$ cat src/rtl/scanner_run_length_if.sv
// Run-token stream between the scanner and its consumer.
// Latency: none, wires only.
// Backpressure: consumer drops iRunReady to hold the head token in place.
interface scanner_run_length_if;
  logic [4:0] oRunData;   // {eol, color, units[2:0]}
  logic       oRunValid;
  logic       iRunReady;

  modport master (
    output oRunData,
    output oRunValid,
    input  iRunReady
  );

  modport slave (
    input  oRunData,
    input  oRunValid,
    output iRunReady
  );
endinterface

$ cat src/rtl/scanner_run_length.sv
// Barcode scanline run-length tokenizer: locks on a bar-space-bar guard, then quantises runs to module units.
// Latency: closing pixel sampled at edge N, token in FIFO and visible at edge N+1.
// Backpressure: first-word-fall-through token FIFO; tokens arriving while it is full are dropped and flagged sticky.
module scanner_run_length #(
  parameter int H_ACTIVE         = 640,
  parameter int MIN_MODULE_WIDTH = 2,
  parameter int MAX_MODULE_WIDTH = 8,
  parameter int TOL_MODULE_WIDTH = 1,
  parameter int MAX_UNITS        = 4,
  parameter int FIFO_DEPTH       = 8,
  parameter bit POLARITY         = 1'b1
) (
  input  logic iClk,
  input  logic iRst,
  input  logic iPixelSync,
  input  logic iPixelActive,
  input  logic iPixelData,
  output logic oPixelSync,
  output logic oPixelActive,
  output logic oPixelData,
  scanner_run_length_if.master run,
  output logic [$clog2(3*MAX_MODULE_WIDTH+1)-1:0] oModuleWidth3,
  output logic oLocked,
  output logic oOverflow
);

  localparam int MW3_W   = $clog2(3*MAX_MODULE_WIDTH+1);
  localparam int RUN_MAX = MAX_MODULE_WIDTH*MAX_UNITS + TOL_MODULE_WIDTH;
  // A run can never be longer than a line, so the counter need not exceed that either.
  localparam int RUN_CAP = (RUN_MAX < H_ACTIVE) ? RUN_MAX : H_ACTIVE;
  localparam int RUN_W   = $clog2(RUN_CAP+1);
  localparam int ADDR_W  = $clog2(FIFO_DEPTH);
  localparam int CMP_W   = RUN_W + MW3_W + 4;

  typedef enum logic {SEARCH = 1'b0, LOCKED = 1'b1} state_t;

  state_t            state, state_nxt;
  logic [RUN_W-1:0]  run_len;
  logic              run_color;
  logic              close_vld, close_color, close_eol;
  logic [RUN_W-1:0]  close_len;
  logic [RUN_W-1:0]  old_len, prv_len;
  logic              old_color, prv_color, old_vld, prv_vld;
  logic              guard_ok;
  logic [MW3_W-1:0]  guard_sum;
  int                len_a, len_b, len_c;
  logic [CMP_W-1:0]  six_r, s_ext, bound;
  logic [2:0]        units;
  logic              found;
  logic              tok_eol;
  logic [4:0]        token;
  logic              push, lock_load, hist_shift, hist_clear;
  logic [4:0]        mem [FIFO_DEPTH];
  logic [ADDR_W-1:0] wr_ptr, rd_ptr;
  logic [ADDR_W:0]   count;
  logic              full, pop, do_write;

  function automatic int absdiff(input int x, input int y);
    return (x > y) ? (x - y) : (y - x);
  endfunction

  // Pixel pass-through, one cycle late; the delayed active also marks its falling edge.
  always_ff @(posedge iClk or negedge iRst) begin
    if (!iRst) begin
      oPixelSync   <= 1'b0;
      oPixelActive <= 1'b0;
      oPixelData   <= 1'b0;
    end else begin
      oPixelSync   <= iPixelSync;
      oPixelActive <= iPixelActive;
      oPixelData   <= iPixelData;
    end
  end

  // Run counter: count equal active pixels, close on a colour change or when active falls.
  always_ff @(posedge iClk or negedge iRst) begin
    if (!iRst) begin
      run_len     <= '0;
      run_color   <= 1'b0;
      close_vld   <= 1'b0;
      close_len   <= '0;
      close_color <= 1'b0;
      close_eol   <= 1'b0;
    end else begin
      close_vld <= 1'b0;
      if (iPixelSync) begin
        // Start of line: any run in flight is discarded, not closed.
        run_len   <= iPixelActive ? RUN_W'(1) : '0;
        run_color <= iPixelData;
      end else if (iPixelActive) begin
        if (run_len != '0 && iPixelData != run_color) begin
          close_vld   <= 1'b1;
          close_len   <= run_len;
          close_color <= run_color;
          close_eol   <= 1'b0;
          run_len     <= RUN_W'(1);
          run_color   <= iPixelData;
        end else if (run_len == '0) begin
          run_len   <= RUN_W'(1);
          run_color <= iPixelData;
        end else if (run_len != RUN_W'(RUN_CAP)) begin
          run_len <= run_len + 1'b1;
        end
      end else if (oPixelActive && run_len != '0) begin
        close_vld   <= 1'b1;
        close_len   <= run_len;
        close_color <= run_color;
        close_eol   <= 1'b1;
        run_len     <= '0;
      end
    end
  end

  // Guard test on (older, previous, just-closed) runs: bar-space-bar, widths in range and close together.
  always_comb begin
    len_a = int'(old_len);
    len_b = int'(prv_len);
    len_c = int'(close_len);
    guard_ok = old_vld && prv_vld &&
               (old_color == POLARITY) && (prv_color != POLARITY) && (close_color == POLARITY) &&
               (len_a >= MIN_MODULE_WIDTH) && (len_a <= MAX_MODULE_WIDTH) &&
               (len_b >= MIN_MODULE_WIDTH) && (len_b <= MAX_MODULE_WIDTH) &&
               (len_c >= MIN_MODULE_WIDTH) && (len_c <= MAX_MODULE_WIDTH) &&
               (absdiff(len_a, len_b) <= TOL_MODULE_WIDTH) &&
               (absdiff(len_b, len_c) <= TOL_MODULE_WIDTH) &&
               (absdiff(len_a, len_c) <= TOL_MODULE_WIDTH);
    guard_sum = MW3_W'(len_a + len_b + len_c);
  end

  // Quantise: r/(S/3) rounded to nearest module, i.e. smallest k with 6r < (2k+1)S; 0 when too short or too long.
  always_comb begin
    six_r = CMP_W'(close_len) * CMP_W'(6);
    s_ext = CMP_W'(oModuleWidth3);
    bound = '0;
    units = '0;
    found = 1'b0;
    if (six_r >= s_ext) begin
      for (int k = 1; k <= MAX_UNITS; k++) begin
        bound = CMP_W'(2*k+1) * s_ext;
        if (!found && six_r < bound) begin
          units = 3'(k);
          found = 1'b1;
        end
      end
    end
    tok_eol = close_eol || (units == 3'd0);
    token   = {tok_eol, (close_color == POLARITY), units};
  end

  // FSM state register.
  always_ff @(posedge iClk or negedge iRst) begin
    if (!iRst) state <= SEARCH;
    else       state <= state_nxt;
  end

  // FSM next state: SEARCH feeds the guard window, LOCKED emits one token per closed run.
  always_comb begin
    state_nxt  = state;
    push       = 1'b0;
    lock_load  = 1'b0;
    hist_shift = 1'b0;
    hist_clear = 1'b0;
    if (iPixelSync) begin
      state_nxt  = SEARCH;
      hist_clear = 1'b1;
    end else if (close_vld) begin
      unique case (state)
        SEARCH: begin
          hist_shift = 1'b1;
          if (guard_ok) begin
            state_nxt  = LOCKED;
            lock_load  = 1'b1;
            hist_clear = 1'b1;
          end
        end
        LOCKED: begin
          push = 1'b1;
          if (tok_eol) begin
            state_nxt  = SEARCH;
            hist_clear = 1'b1;
          end
        end
        default: state_nxt = SEARCH;
      endcase
    end
  end

  assign oLocked = (state == LOCKED);

  // Guard history: the two runs closed before the current one.
  always_ff @(posedge iClk or negedge iRst) begin
    if (!iRst) begin
      old_len <= '0; old_color <= 1'b0; old_vld <= 1'b0;
      prv_len <= '0; prv_color <= 1'b0; prv_vld <= 1'b0;
    end else if (hist_clear) begin
      old_vld <= 1'b0;
      prv_vld <= 1'b0;
    end else if (hist_shift) begin
      old_len <= prv_len; old_color <= prv_color; old_vld <= prv_vld;
      prv_len <= close_len; prv_color <= close_color; prv_vld <= 1'b1;
    end
  end

  // Latched guard sum; held across the return to SEARCH so the last lock stays visible.
  always_ff @(posedge iClk or negedge iRst) begin
    if (!iRst)          oModuleWidth3 <= '0;
    else if (lock_load) oModuleWidth3 <= guard_sum;
  end

  assign full     = (count == (ADDR_W+1)'(FIFO_DEPTH));
  assign pop      = run.oRunValid && run.iRunReady;
  assign do_write = push && (!full || pop);

  assign run.oRunValid = (count != '0);
  assign run.oRunData  = run.oRunValid ? mem[rd_ptr] : 5'd0;

  // FIFO pointers and occupancy.
  always_ff @(posedge iClk or negedge iRst) begin
    if (!iRst) begin
      wr_ptr <= '0;
      rd_ptr <= '0;
      count  <= '0;
    end else begin
      if (do_write) wr_ptr <= wr_ptr + 1'b1;
      if (pop)      rd_ptr <= rd_ptr + 1'b1;
      unique case ({do_write, pop})
        2'b10:   count <= count + 1'b1;
        2'b01:   count <= count - 1'b1;
        default: count <= count;
      endcase
    end
  end

  // FIFO storage; contents need no reset because the read side is masked by occupancy.
  always_ff @(posedge iClk) begin
    if (do_write) mem[wr_ptr] <= token;
  end

  // Sticky drop flag, cleared only at start of line.
  always_ff @(posedge iClk or negedge iRst) begin
    if (!iRst)                       oOverflow <= 1'b0;
    else if (iPixelSync)             oOverflow <= 1'b0;
    else if (push && full && !pop)   oOverflow <= 1'b1;
  end

endmodule

$ cat src/flat_wrapper.sv
// flat-port wrapper written by rule: the top's interface ports become plain ports
module scanner_run_length_flat 
#(
  parameter int H_ACTIVE         = 640,
  parameter int MIN_MODULE_WIDTH = 2,
  parameter int MAX_MODULE_WIDTH = 8,
  parameter int TOL_MODULE_WIDTH = 1,
  parameter int MAX_UNITS        = 4,
  parameter int FIFO_DEPTH       = 8,
  parameter bit POLARITY         = 1'b1
)
  (iClk, iRst, iPixelSync, iPixelActive, iPixelData, oPixelSync, oPixelActive, oPixelData, oModuleWidth3, oLocked, oOverflow, run_oRunData, run_oRunValid, run_iRunReady);
  scanner_run_length_if run_i ();
  input  logic iClk;
  input  logic iRst;
  input  logic iPixelSync;
  input  logic iPixelActive;
  input  logic iPixelData;
  output logic oPixelSync;
  output logic oPixelActive;
  output logic oPixelData;
  output logic [$clog2(3*MAX_MODULE_WIDTH+1)-1:0] oModuleWidth3;
  output logic oLocked;
  output logic oOverflow;
  output wire logic [$bits(run_i.oRunData)-1:0] run_oRunData;
  output wire logic [$bits(run_i.oRunValid)-1:0] run_oRunValid;
  input wire logic [$bits(run_i.iRunReady)-1:0] run_iRunReady;
  assign run_oRunData = run_i.oRunData;
  assign run_oRunValid = run_i.oRunValid;
  assign run_i.iRunReady = run_iRunReady;
  scanner_run_length #(.H_ACTIVE(H_ACTIVE), .MIN_MODULE_WIDTH(MIN_MODULE_WIDTH), .MAX_MODULE_WIDTH(MAX_MODULE_WIDTH), .TOL_MODULE_WIDTH(TOL_MODULE_WIDTH), .MAX_UNITS(MAX_UNITS), .FIFO_DEPTH(FIFO_DEPTH), .POLARITY(POLARITY)) u_core (.iClk(iClk), .iRst(iRst), .iPixelSync(iPixelSync), .iPixelActive(iPixelActive), .iPixelData(iPixelData), .oPixelSync(oPixelSync), .oPixelActive(oPixelActive), .oPixelData(oPixelData), .run(run_i), .oModuleWidth3(oModuleWidth3), .oLocked(oLocked), .oOverflow(oOverflow));
endmodule
$ cat config.mk
export PLATFORM = sky130hd
export DESIGN_NAME = scanner_run_length_flat
export DESIGN_NICKNAME = d
export VERILOG_FILES = /design/src/rtl/scanner_run_length_if.sv /design/src/rtl/scanner_run_length.sv /design/src/flat_wrapper.sv
export SDC_FILE = /design/constraint.sdc
export NUM_CORES = 1
export LEC_CHECK = 0
export BUFFER_PORTS_ARGS = -buffer_cell sky130_fd_sc_hd__buf_2
export CORE_MARGIN = 2
export CORE_UTILIZATION = 25
export CTS_CLUSTER_SIZE = 25
export DETAILED_ROUTE_END_ITERATION = 7
export HOLD_SLACK_MARGIN = 0.02
export PLACE_DENSITY = 0.45
export SYNTH_ARGS = -nofsm -noshare
export SYNTH_HDL_FRONTEND = slang
export SYNTH_SLANG_ARGS = --single-unit
$ cat constraint.sdc
create_clock -name iClk -period 11 [get_ports iClk]
set_input_delay 1.1 -clock iClk [delete_from_list [all_inputs] [get_ports iClk]]
set_output_delay 1.1 -clock iClk [all_outputs]
set_load 0.01 [all_outputs]
[Word-level counts from Yosys, hierarchy flattened]
Memories as Yosys holds them, arrays and structs flattened.
Index checks and enable logic that the tools add are counted.
Cells by class
  add/sub/neg operators: 13
  multipliers: 5
  divide/modulo/power cells: 0
  magnitude comparators: 17
  equal/unequal tests: 7
  shift-type cells: 0
  mux-type cells: 66
  bitwise logic cells: 4
  reductions and logical operators: 45
Operators with widths (count)
  32-bit by 2-bit <= comparator with 1-bit output (second input constant): 3
  32-bit 2-to-1 mux: 3
  6-bit 2-to-1 mux: 9
  1-bit 2-to-1 mux: 46
  6-bit by 6-bit subtractor with 7-bit output: 6
  1-bit logical AND: 22
  6-bit by 2-bit greater-or-equal comparator with 1-bit output (second input constant): 3
  6-bit greater-than comparator: 3
  6-bit by 4-bit <= comparator with 1-bit output (second input constant): 3
  9-bit by 8-bit < comparator with 1-bit output: 2
  3-bit by 5-bit multiplier with 8-bit output (first input constant): 2
  2-bit nonzero test: 6
  5-bit adder: 2
  9-bit by 5-bit greater-or-equal comparator with 1-bit output: 1
  9-bit by 7-bit < comparator with 1-bit output: 1
  9-bit < comparator: 1
  4-bit by 5-bit multiplier with 9-bit output (first input constant): 1
  6-bit by 2-bit multiplier with 8-bit output (second input constant): 1
  4-bit one-hot mux with 2 select lines: 1
  2-bit by 5-bit multiplier with 7-bit output (first input constant): 1
  3-bit by 1-bit adder with 3-bit output (second input constant): 2
  6-bit by 1-bit adder with 6-bit output (second input constant): 1
  6-bit logical NOT: 1
  3-bit 2-to-1 mux: 2
  21 further kinds: 34
Word-level totals
  register bits: 52
  latch bits: 0
  bits in writable memories: 40
  bits in read-only memories: 0
  bits of input ports: 6
  output and inout bits: 16
  memories kept: 1
Memory list
  u_core.mem: words 8, bits a word 5, rd ports 1, clocked after memory_dff 0, write ports 1, line scanner_run_length.sv:53  | logic [4:0] mem [FIFO_DEPTH];

[Longest topological paths before layout]
Gate-level depths: netlist of run 1.
  depth in word-level cells: 24
  gate-level depth with buffers: 16
  gate-level depth less buffers: 16

[Worst setup path after synthesis of run 1]
Ideal clock, no wire load.
  kind: register -> register
  start point: register u_core.oModuleWidth3[2]
  end point: register u_core.old_vld
  library setup time: 110 ps
  arrival time: 3501 ps
  path slack: 7389 ps
  stages on the path, launching flop included: 14
  path buffers: 0
  period minus slack after synthesis: 3611 ps
  cells stage by stage: dfrtp_1 > fa_1 > ha_1 > a21o_1 > a21oi_1 > o21bai_1 > a21oi_1 > ha_1 > a211oi_1 > o21ai_0 > and2_1 > a311oi_1 > nor2b_1 > o41ai_1
On the way
  word-level cells in the longest chain between the ends: 23
  elaborated cells on any way between the ends: 34
Ends and longest elaborated chain
  from (decl): line scanner_run_length.sv:22  | output logic [$clog2(3*MAX_MODULE_WIDTH+1)-1:0] oModuleWidth3,
  from (signal assigned): line scanner_run_length.sv:207  | else if (lock_load) oModuleWidth3 <= guard_sum;
  2-bit by 5-bit multiplier with 7-bit output: line scanner_run_length.sv:139  | bound = CMP_W'(2*k+1) * s_ext;
  9-bit by 7-bit < comparator with 1-bit output: line scanner_run_length.sv:140  | if (!found && six_r < bound) begin
  1-bit 2-to-1 mux: line scanner_run_length.sv:140
  1-bit 2-to-1 mux: line scanner_run_length.sv:137  | if (six_r >= s_ext) begin
  1-bit logical NOT: line scanner_run_length.sv:140
  1-bit logical AND: line scanner_run_length.sv:140
  1-bit 2-to-1 mux: line scanner_run_length.sv:140
  1-bit 2-to-1 mux: line scanner_run_length.sv:137
  (+7 left out)
  3-bit 2-to-1 mux *: line scanner_run_length.sv:137
  3-bit logical NOT *: line scanner_run_length.sv:146  | tok_eol = close_eol || (units == 3'd0);
  1-bit logical OR *: line scanner_run_length.sv:146
  1-bit 2-to-1 mux *: line scanner_run_length.sv:178  | if (tok_eol) begin
  1-bit one-hot mux with 2 select lines *: line scanner_run_length.sv:167  | unique case (state)
  1-bit 2-to-1 mux *: line scanner_run_length.sv:166  | end else if (close_vld) begin
  1-bit 2-to-1 mux *: line scanner_run_length.sv:163  | if (iPixelSync) begin
  1-bit 2-to-1 mux or 2-bit nonzero test (tied branches)
  to (signal assigned): line scanner_run_length.sv:199  | old_len <= prv_len; old_color <= prv_color; old_vld <= prv_vld;
  to (decl): line scanner_run_length.sv:43  | logic old_color, prv_color, old_vld, prv_vld;
Mark *: on every way between the ends. The rest lies on a longest branch, timed or not. The select of a mux whose other input is x is not followed.
A chain may end at the register's enable or synchronous reset.

[Worst setup path in the final report of run 1]
  start point: register u_core.oModuleWidth3[2]
  end point: memory u_core.mem[2][4], data pin
On the way
  word-level cells in the longest chain between the ends: 18
  elaborated cells on any way between the ends: 28
Ends and longest elaborated chain
  2-bit by 5-bit multiplier with 7-bit output: line scanner_run_length.sv:139
  9-bit by 7-bit < comparator with 1-bit output: line scanner_run_length.sv:140
  1-bit 2-to-1 mux: line scanner_run_length.sv:140
  1-bit 2-to-1 mux: line scanner_run_length.sv:137
  1-bit logical NOT: line scanner_run_length.sv:140
  1-bit logical AND: line scanner_run_length.sv:140
  1-bit 2-to-1 mux: line scanner_run_length.sv:140
  1-bit 2-to-1 mux: line scanner_run_length.sv:137
  (+3 left out)
  1-bit 2-to-1 mux: line scanner_run_length.sv:137
  1-bit logical NOT: line scanner_run_length.sv:140
  1-bit logical AND: line scanner_run_length.sv:140
  3-bit 2-to-1 mux: line scanner_run_length.sv:140
  3-bit 2-to-1 mux *: line scanner_run_length.sv:137
  3-bit logical NOT *: line scanner_run_length.sv:146
  1-bit logical OR *: line scanner_run_length.sv:146
  via u_core.tok_eol: line scanner_run_length.sv:50  | logic tok_eol;
  to (decl): line scanner_run_length.sv:53
Mark *: on every way through the listed nets, which the timed path passes. The rest lies on a longest branch. The select of a mux whose other input is x is not followed.

==> reports/results.ini, run 1 <==
[critical_path]
worst_path_largest_cell_delay_ns=0.73
timing_worst_setup_path_type=reg2reg
critical_path.top_delay_family=compound AO/OA/AOI/OAI gates
cp.required_ns=11.04
path_buf_inv=1
cp_data_arrival_time_ns=4.36
slowest_stage=dfrtp_1
startpoint_type=flop
cp_cell_sequence=fa_1 > ha_1 > a21o_1 > a21oi_1 > o21bai_1 > a21oi_1 > ha_1 > a211oi_1 > o21ai_0 > and2_1 > a311oi_1 > inv_1
critPathMaxFanout=12
worstSetupEndpointType=flop

[route]
routed_via_density=4.66
firstDrtPassIters=4
drt-initial-drc-count=254
dr_total_vias=5210
antenna_left=0
drcViolationCount=0
routed_wl_microns=17900
wl_per_cell_microns=16.1

[power_and_ir_drop]
switching_share_pct=44.1
p_seq_share_pct=27.5
power.leakage_nw=3.61
powerDensity_mw_per_mm2=215
comb_power_share_pct=54.6
power.share.clock_pct=17.9
power.internal_uw=991
peakVddDrop_mv=0.0713
switchingPower_uw=782

[synth]
synth_nets=839
yosysUniqueCellTypes=73
ys_seq_area_share_pct=33.7
synth_top_area_share_pct=18.0
synth_edf_count=40
ys_warn_count=0
yosys-top-cells-area=ha_1, dfrtp_1, edfxtp_1
yosysTopAreaCell=ha_1
syn-cell-area_sq_mm=0.00743
synth_seq_cells=92
synthArstFlopShare_pct=56.5
synth_flop_cell=dfrtp_1
syn-instance-count=705
syn_area_per_cell_sq_um=10.5

[floorplan]
die_x_microns=176
start_util_pct=25.2
die_area_sq_mm=0.0311
core_area_sq_mm=0.0295
rows=63
dieHeight_microns=176
pin_count=22

[clock_network]
cts_hold_buf=0
clk_latency_ns=0.36
cts_made_buffers=9
cts_tree=done
clock-root-buffer=clkbuf_16
clk_path_buf_depth=2
cts.sinks=92
htreeDepth=3
clk_pin_slew_ns=0.08
cts-resized-gates=0
post_cts_buffers=0

[timing]
finClkSkew_ns=0.00764
rsz0062_at_grt=false
slew_viol_final=0
setup-tns-final_ns=0
fin_crit_sh_pct=39.3
max_freq_mhz=232
maxSlewHeadroom_pct=31.0
hold_viol=0
min_period_ns=4.32
setup_viol=0
worstMarginPinSlew_ns=1.03

[global_routing]
grt_use_total_pct=12.1
grt_overflow_total=0
antenna_found_initial=0
grt_pass1_wl_microns=29300
grt_max_degree=53
grt_pass1_vias=5212

[cells_and_area]
final_common_cell=ha_1
fin_util_pct=27.9
drive_gt1_share_pct=9.35
synthToLayoutAreaGrowth_pct=10.8
fill_cells=3101
seq_area_sq_mm=0.00250
nets=856
diodes=0
final_cell_mix=ha_1, inv_1, dfrtp_1, edfxtp_1
multi_input_area_sq_mm=0.00458

[flow_run]
cap_violations=0

[place]
place_congestion=0.807
io_buffers=21
dp_hpwl_microns=13600

[hold_path]
hp-class=reg2reg

[run_status]
status=finished clean

## cells by family (layout without fill, tap and decap cells)
kind of cell / Yosys count / count (layout) / share of synthesized area [%]
compound gates: 166 / 166 / 14.9
simple gates: 161 / 161 / 11.4
fa+ha+maj: 128 / 128 / 23.7
flops: 92 / 92 / 33.7
buf+inv: 81 / 103 / 4.70
mux: 42 / 42 / 7.57
xor+xnor: 35 / 35 / 4.12
## per-stage QoR
step | total power [mW] | std cells | hold WS, ns | instance area, sq um | setup WS (ns)
finish | 1.77 | 1117 | 0.529 | 8240 | 6.68
global route | 1.92 | 1117 | 0.551 | 8240 | 6.31
CTS | 1.78 | 1117 | 0.530 | 8240 | 6.62
detailed placement | 1.45 | 1101 | 0.502 | 7930 | 6.64
global placement | 1.47 | 1101 | 0.500 | 7930 | 6.70
floorplan | 1.22 | 705 | 0.465 | 7430 | 7.39
## state kept, by name (all words and copies together) (netlist names), 3 cells and up
signal / count
u_core.close_len: 6
u_core.count: 4
u_core.mem: 40
u_core.oModuleWidth3: 5
u_core.old_len: 6
u_core.prv_len: 6
u_core.rd_ptr: 3
u_core.run_len: 6
u_core.wr_ptr: 3
## synth_stat cells (3+ instances only)
cell	count
nor4_1	3
edfxtp_1	40
mux2i_1	24
nand3b_1	8
mux4_2	10
nand3_1	15
dfrtp_1	52
buf_6	3
nor3b_1	4
o21a_1	7
o31ai_1	5
o22ai_1	4
and2_1	3
mux2_2	5
a211oi_1	5
a21o_1	25
nor3_1	16
a21oi_1	38
ha_1	107
a211o_1	3
fa_1	21
nand2b_1	8
inv_1	64
nor2_1	33
a2111oi_0	3
a31oi_1	7
o2111ai_1	5
xor2_1	13
nand2_1	37
clkbuf_1	9
xnor2_1	22
nor2b_1	14
or3_1	4
o21ai_0	38
## path summary, 6_finish.rpt
check	start	endpoint	slack (ns)	cells past startpoint
max in group asynchronous	iRst	u_core.rd_ptr[1]	9.64	2
min in group asynchronous	iRst	u_core.prv_len[4]	0.87	2
worst min-delay path	u_core.wr_ptr[0]	u_core.wr_ptr[0]	0.53	1
worst max-delay path	u_core.oModuleWidth3[2]	u_core.mem[2][4]	6.68	12
worst min register to register	u_core.wr_ptr[0]	u_core.wr_ptr[0]	0.53	1
worst max register to register	u_core.oModuleWidth3[2]	u_core.mem[2][4]	6.68	12
## per-layer routing
metal  vias to the layer above  part of all wire (%)  GRT usage [%]
met5                         -                     0              0
met4                         0                   1.1           3.41
met3                        16                   2.4           1.36
met2                        75                    46           19.2
met1                      2525                    50           17.3
li1                       2594                     -              -
## layout make-up
| cell class | count | area share [%] |
|---|---|---|
| flip-flops and latches | 92 | 30.4 |
| inverters | 64 | 2.92 |
| clock buffers | 9 | 2.73 |
| repair buffers | 23 | 1.46 |
| multi-input cells | 532 | 55.6 |
| well taps | 390 | 5.92 |
| clock inverters | 7 | 0.972 |
## power groups by stage
| stage | logic (mW) | clock network, mW | registers [mW] |
|---|---|---|---|
| floorplan | 0.774 | 0 | 0.448 |
| global placement | 0.977 | 0 | 0.495 |
| detailed placement | 0.955 | 0 | 0.495 |
| CTS | 0.965 | 0.326 | 0.488 |
| global route | 1.08 | 0.340 | 0.499 |
| finish | 0.969 | 0.317 | 0.487 |
(Power assumes the default switching activity.)
==> run 2: changes to the inputs <==
PLACE_DENSITY = 0.46   (was 0.45)
clock period = 3.7 ns   (was 11 ns; I/O delays follow)
==> reports/results.ini, run 2 (synthesis results as in run 1) <==
[critical_path]
slowest_stage=dfrtp_2
r2r_slack_ns=0.20
crit_top_cell=ha_1
worst_path_largest_cell_delay_ns=0.45
startpoint_type=flop
cp.required_ns=3.94
timing_worst_setup_path_type=reg2reg
cp_cell_sequence=buf_4 > ha_1 > ha_1 > fa_1 > xnor2_1 > ha_1 > nor3_1 > a211o_1 > o21ai_0 > and2_4 > a311oi_2 > buf_4 > a311o_1
worstSetupEndpointType=flop
critPathMaxFanout=4
reg2reg_depth=13
cp_data_arrival_time_ns=3.74

[floorplan]
die_x_microns=176
dieHeight_microns=176
rows=63
core_area_sq_mm=0.0295
die_area_sq_mm=0.0311
start_util_pct=25.2
pin_count=22

[timing]
fin_crit_sh_pct=94.5
hold_viol=0
setup_viol=0
worstMarginPinSlew_ns=0.935
max_freq_mhz=286
maxSlewHeadroom_pct=37.2
final.setup.worst_slack_ns=0.202
slew_viol_final=0
min_period_ns=3.50
finClkSkew_ns=0.00795

[hold_path]
hp-class=in2async

[clock_network]
cts_made_buffers=9
cts_tree=done
clock-root-buffer=clkbuf_16
htreeDepth=3
clk_path_buf_depth=2
cts.sinks=92
clk_pin_slew_ns=0.08
clk_latency_ns=0.35

[power_and_ir_drop]
power.leakage_nw=3.89
peakVddDrop_mv=0.248
powerDensity_mw_per_mm2=635

[global_routing]
grt_max_degree=36
grt_use_total_pct=12.3
grt_pass1_wl_microns=29800
antenna_found_initial=0
grt_pass1_vias=5470
grt_overflow_total=0

[route]
routed_via_density=4.52
firstDrtPassIters=5
wl_met2_microns=8320
wl_per_cell_microns=15.7
dr_total_vias=5303
antenna_left=0
wl_met1_microns=9400
highest_layer=met4
routed_wl_microns=18400
drt-initial-drc-count=252
drcViolationCount=0
dr_wl_met3_microns=434

[cells_and_area]
fill_cells=3097
final_cells=1173
nets=912
largest_register_ffs=40
drive_gt1_share_pct=17.9
synthToLayoutAreaGrowth_pct=17.6
diodes=0
final_cell_area_sq_mm=0.00874
regMostFlops=u_core.mem
final_cell_mix=ha_1, inv_1, buf_4, dfrtp_1, edfxtp_1
final_common_cell=ha_1

[run_status]
status=finished clean

[place]
dpl_cell_area_sq_mm=0.00835
dp_hpwl_microns=14300
io_buffers=21
place_congestion=0.850
dp_cells=1155
place_ws_ns=0.0798

[flow_run]
cap_violations=0

==> run 2: cell types whose count changed in the layout (fill, tap and decap cells not counted), moves of 2 or more <==
cell     before  now
a21oi_1      38   36
a21oi_2       0    2
buf_4         2   56
dfrtp_1      52   50
dfrtp_2       0    2
ha_1        107  105
o21ai_0      38   36
o21ai_1       1    3
==> run 2: metal layers <==
| layer | track usage, % | vias up |
|---|---|---|
| li1 | - | 2699 |
| met1 | 17.8 | 2522 |
| met2 | 19.4 | 69 |
| met3 | 1.40 | 13 |
| met4 | 3.31 | 0 |
| met5 | 0 | - |
==> run 2: power by group <==
group / switching, mW / leakage (nW) / internal (mW)
Combinational: 1.73 / 2.73 / 1.50
Sequential: 0.186 / 1.02 / 1.19
Clock: 0.464 / 0.146 / 0.481
Total: 2.38 / 3.89 / 3.17
==> run 2: worst paths after layout <==
kind	startpoint	endpoint
max	u_core.oModuleWidth3[1]	u_core.prv_vld
min	iRst	u_core.old_len[4]
max reg2reg	u_core.oModuleWidth3[1]	u_core.prv_vld
min reg2reg	u_core.count[3]	u_core.count[3]
max in group asynchronous	iRst	u_core.count[3]
min in group iClk	iPixelData	u_core.oPixelData
==> run 2: cell type report <==
type,count,area (sq um),area share [%]
clock buffer,9,225,2.58
clock inverter,7,80.1,0.916
inverter,64,240,2.75
multi-input combinational,532,4650,53.2
sequential,92,2500,28.6
tap,390,488,5.58
timing repair buffer,79,557,6.37
==> run 2: critical path: cells and delay by family (launching register included) <==
kind	cells	cell delay, ns
buffers and inverters	2	0.34
AOI/OAI and AO/OA	4	0.98
adders and majority gates	4	1.14
DFF	1	0.45
xor gates and xnor gates	1	0.19
and+or+nand+nor	2	0.28
==> run 2: what timing repair did <==
item                       CTS  global route
gates resized for setup      0            20
setup buffers                0             2
hold buffers                 0             0
setup endpoints to repair    0            38
==> run 2: metrics by stage <==
stage          utilization [%]  TNS, ns  power, mW  hold WS (ns)
2_1_floorplan                -        0       3.63        0.0744
4_1_cts                   29.4        0       5.55         0.167
3_3_place_gp              28.3        0       4.60         0.489
3_5_place_dp              28.3        0       4.57         0.491
5_1_grt                   29.7  -0.0926       6.02         0.178
6_report                  29.7        0       5.55         0.153
==> run 3: changes to the inputs <==
CORE_UTILIZATION = 55   (was 25)
PLACE_DENSITY = 0.81   (was 0.46)
==> reports/results.ini, run 3 (synthesis results as in run 1) <==
[global_routing]
grt_pass1_vias=5828
grt_pass1_wl_microns=29000
grt_use_total_pct=25.4
grt_overflow_total=0
antenna_found_initial=0
grt_max_degree=30

[cells_and_area]
diodes=0
final_cells=936
final_cell_mix=ha_1, inv_1, dfrtp_1, edfxtp_1, nand2_1
nets=889
drive_gt1_share_pct=16.8
regMostFlops=u_core.mem
fill_cells=1038
largest_register_ffs=40
final_common_cell=ha_1
synthToLayoutAreaGrowth_pct=11.8

[timing]
finClkSkew_ns=0.00793
maxSlewHeadroom_pct=38.5
fin_crit_sh_pct=98.8
worstMarginPinSlew_ns=0.915
setup_viol=0
hold_viol=0
slew_viol_final=0
rsz0062_at_grt=true
max_freq_mhz=274
whs_ns=0.0252
min_period_ns=3.66
setup-tns-final_ns=0

[route]
firstDrtPassIters=6
routed_wl_microns=17800
antenna_left=0
drt-initial-drc-count=491
dr_total_vias=5749
drcViolationCount=0
wl_per_cell_microns=19.0
routed_via_density=6.14

[clock_network]
cts_tree=done
cts_made_buffers=9
clk_pin_slew_ns=0.07
clock-root-buffer=clkbuf_16
htreeDepth=3
clk_latency_ns=0.35
cts_hold_buf=0
clk_path_buf_depth=2
cts.sinks=92

[floorplan]
die_x_microns=120
pin_count=22
core_area_sq_mm=0.0132
rows=42
start_util_pct=56.1
dieHeight_microns=120
die_area_sq_mm=0.0145

[flow_run]
cap_violations=0

[power_and_ir_drop]
peakVddDrop_mv=0.495
powerDensity_mw_per_mm2=643
power.leakage_nw=3.76

[critical_path]
worstSetupEndpointType=flop
timing_worst_setup_path_type=reg2reg
cp_data_arrival_time_ns=3.89
cp.required_ns=3.94
critPathMaxFanout=5
startpoint_type=flop

[place]
dp_cells=915
dp_hpwl_microns=13500
io_buffers=21
place_congestion=0.983

[run_status]
status=finished clean

[hold_path]
hp-class=in2async

[run 3: timing repair]
item	4_1_cts	5_1_grt
pin swaps	1	16
endpoints found under the setup margin	10	46
resized for setup	1	32
setup buffers	0	5
[run 3: power by group]
| group | internal (mW) | switching (mW) | total [mW] | leakage, nW |
|---|---|---|---|---|
| logic | 1.36 | 1.67 | 3.02 | 2.60 |
| clock network | 0.479 | 0.449 | 0.927 | 0.144 |
| registers | 1.19 | 0.208 | 1.39 | 1.02 |
| total | 3.02 | 2.32 | 5.34 | 3.76 |
[run 3: metal layers]
| metal | GRT usage (%) | vias up | wire length (microns) |
|---|---|---|---|
| met4 | 10.6 | 0 | 586 |
| li1 | - | 2652 | - |
| met5 | 0 | - | 0 |
| met1 | 32.1 | 2837 | 7430 |
| met3 | 3.35 | 52 | 856 |
| met2 | 44.0 | 208 | 8920 |
[run 3: path summary, 6_finish.rpt]
check	start	endpoint	slack, ns	cells after the start
hold reg to reg	u_core.old_color	u_core.old_color	0.52	1
hold / removal	iRst	u_core.count[1]	0.03	1
setup / recovery	u_core.oModuleWidth3[1]	u_core.prv_vld	0.04	14
min in group iClk	iPixelData	u_core.oPixelData	0.17	1
setup reg to reg	u_core.oModuleWidth3[1]	u_core.prv_vld	0.04	14
max in group asynchronous	iRst	u_core.close_len[0]	2.84	2
[run 3: metrics by stage]
stage                     area [sq um]  power, mW  util (%)  setup WS (ns)
after floorplan                   7430       3.63         -         0.0890
after global placement            7880       4.22      59.5         0.0532
after detailed placement          7880       4.35      59.5         -0.130
after CTS                         8180       5.27      61.7         0.0147
final                             8310       5.34      62.7         0.0443
after global routing              8310       5.72      62.7         -0.111
[run 3: cell type report]
class                   count  area, sq um  share of cell area [%]
well taps                 176          220                    2.65
multi-input cells         532         4680                    56.3
inverters                  64          240                    2.89
clock buffers               9          225                    2.71
flip-flops and latches     92         2510                    30.2
clock inverters             7         70.1                   0.843
repair buffers             56          368                    4.43
[run 3: critical path: stages, from the launching register on]
cell and delay [ns]:
dfrtp_2 0.46, fa_1 0.58, ha_2 0.20, inv_2 0.04, fa_2 0.37, buf_4 0.15, xor2_2 0.14, ha_2 0.32
nor3_2 0.04, a211o_1 0.26, o21ai_2 0.15, and2_4 0.18, a311oi_4 0.12, buf_4 0.18, a311o_1 0.34
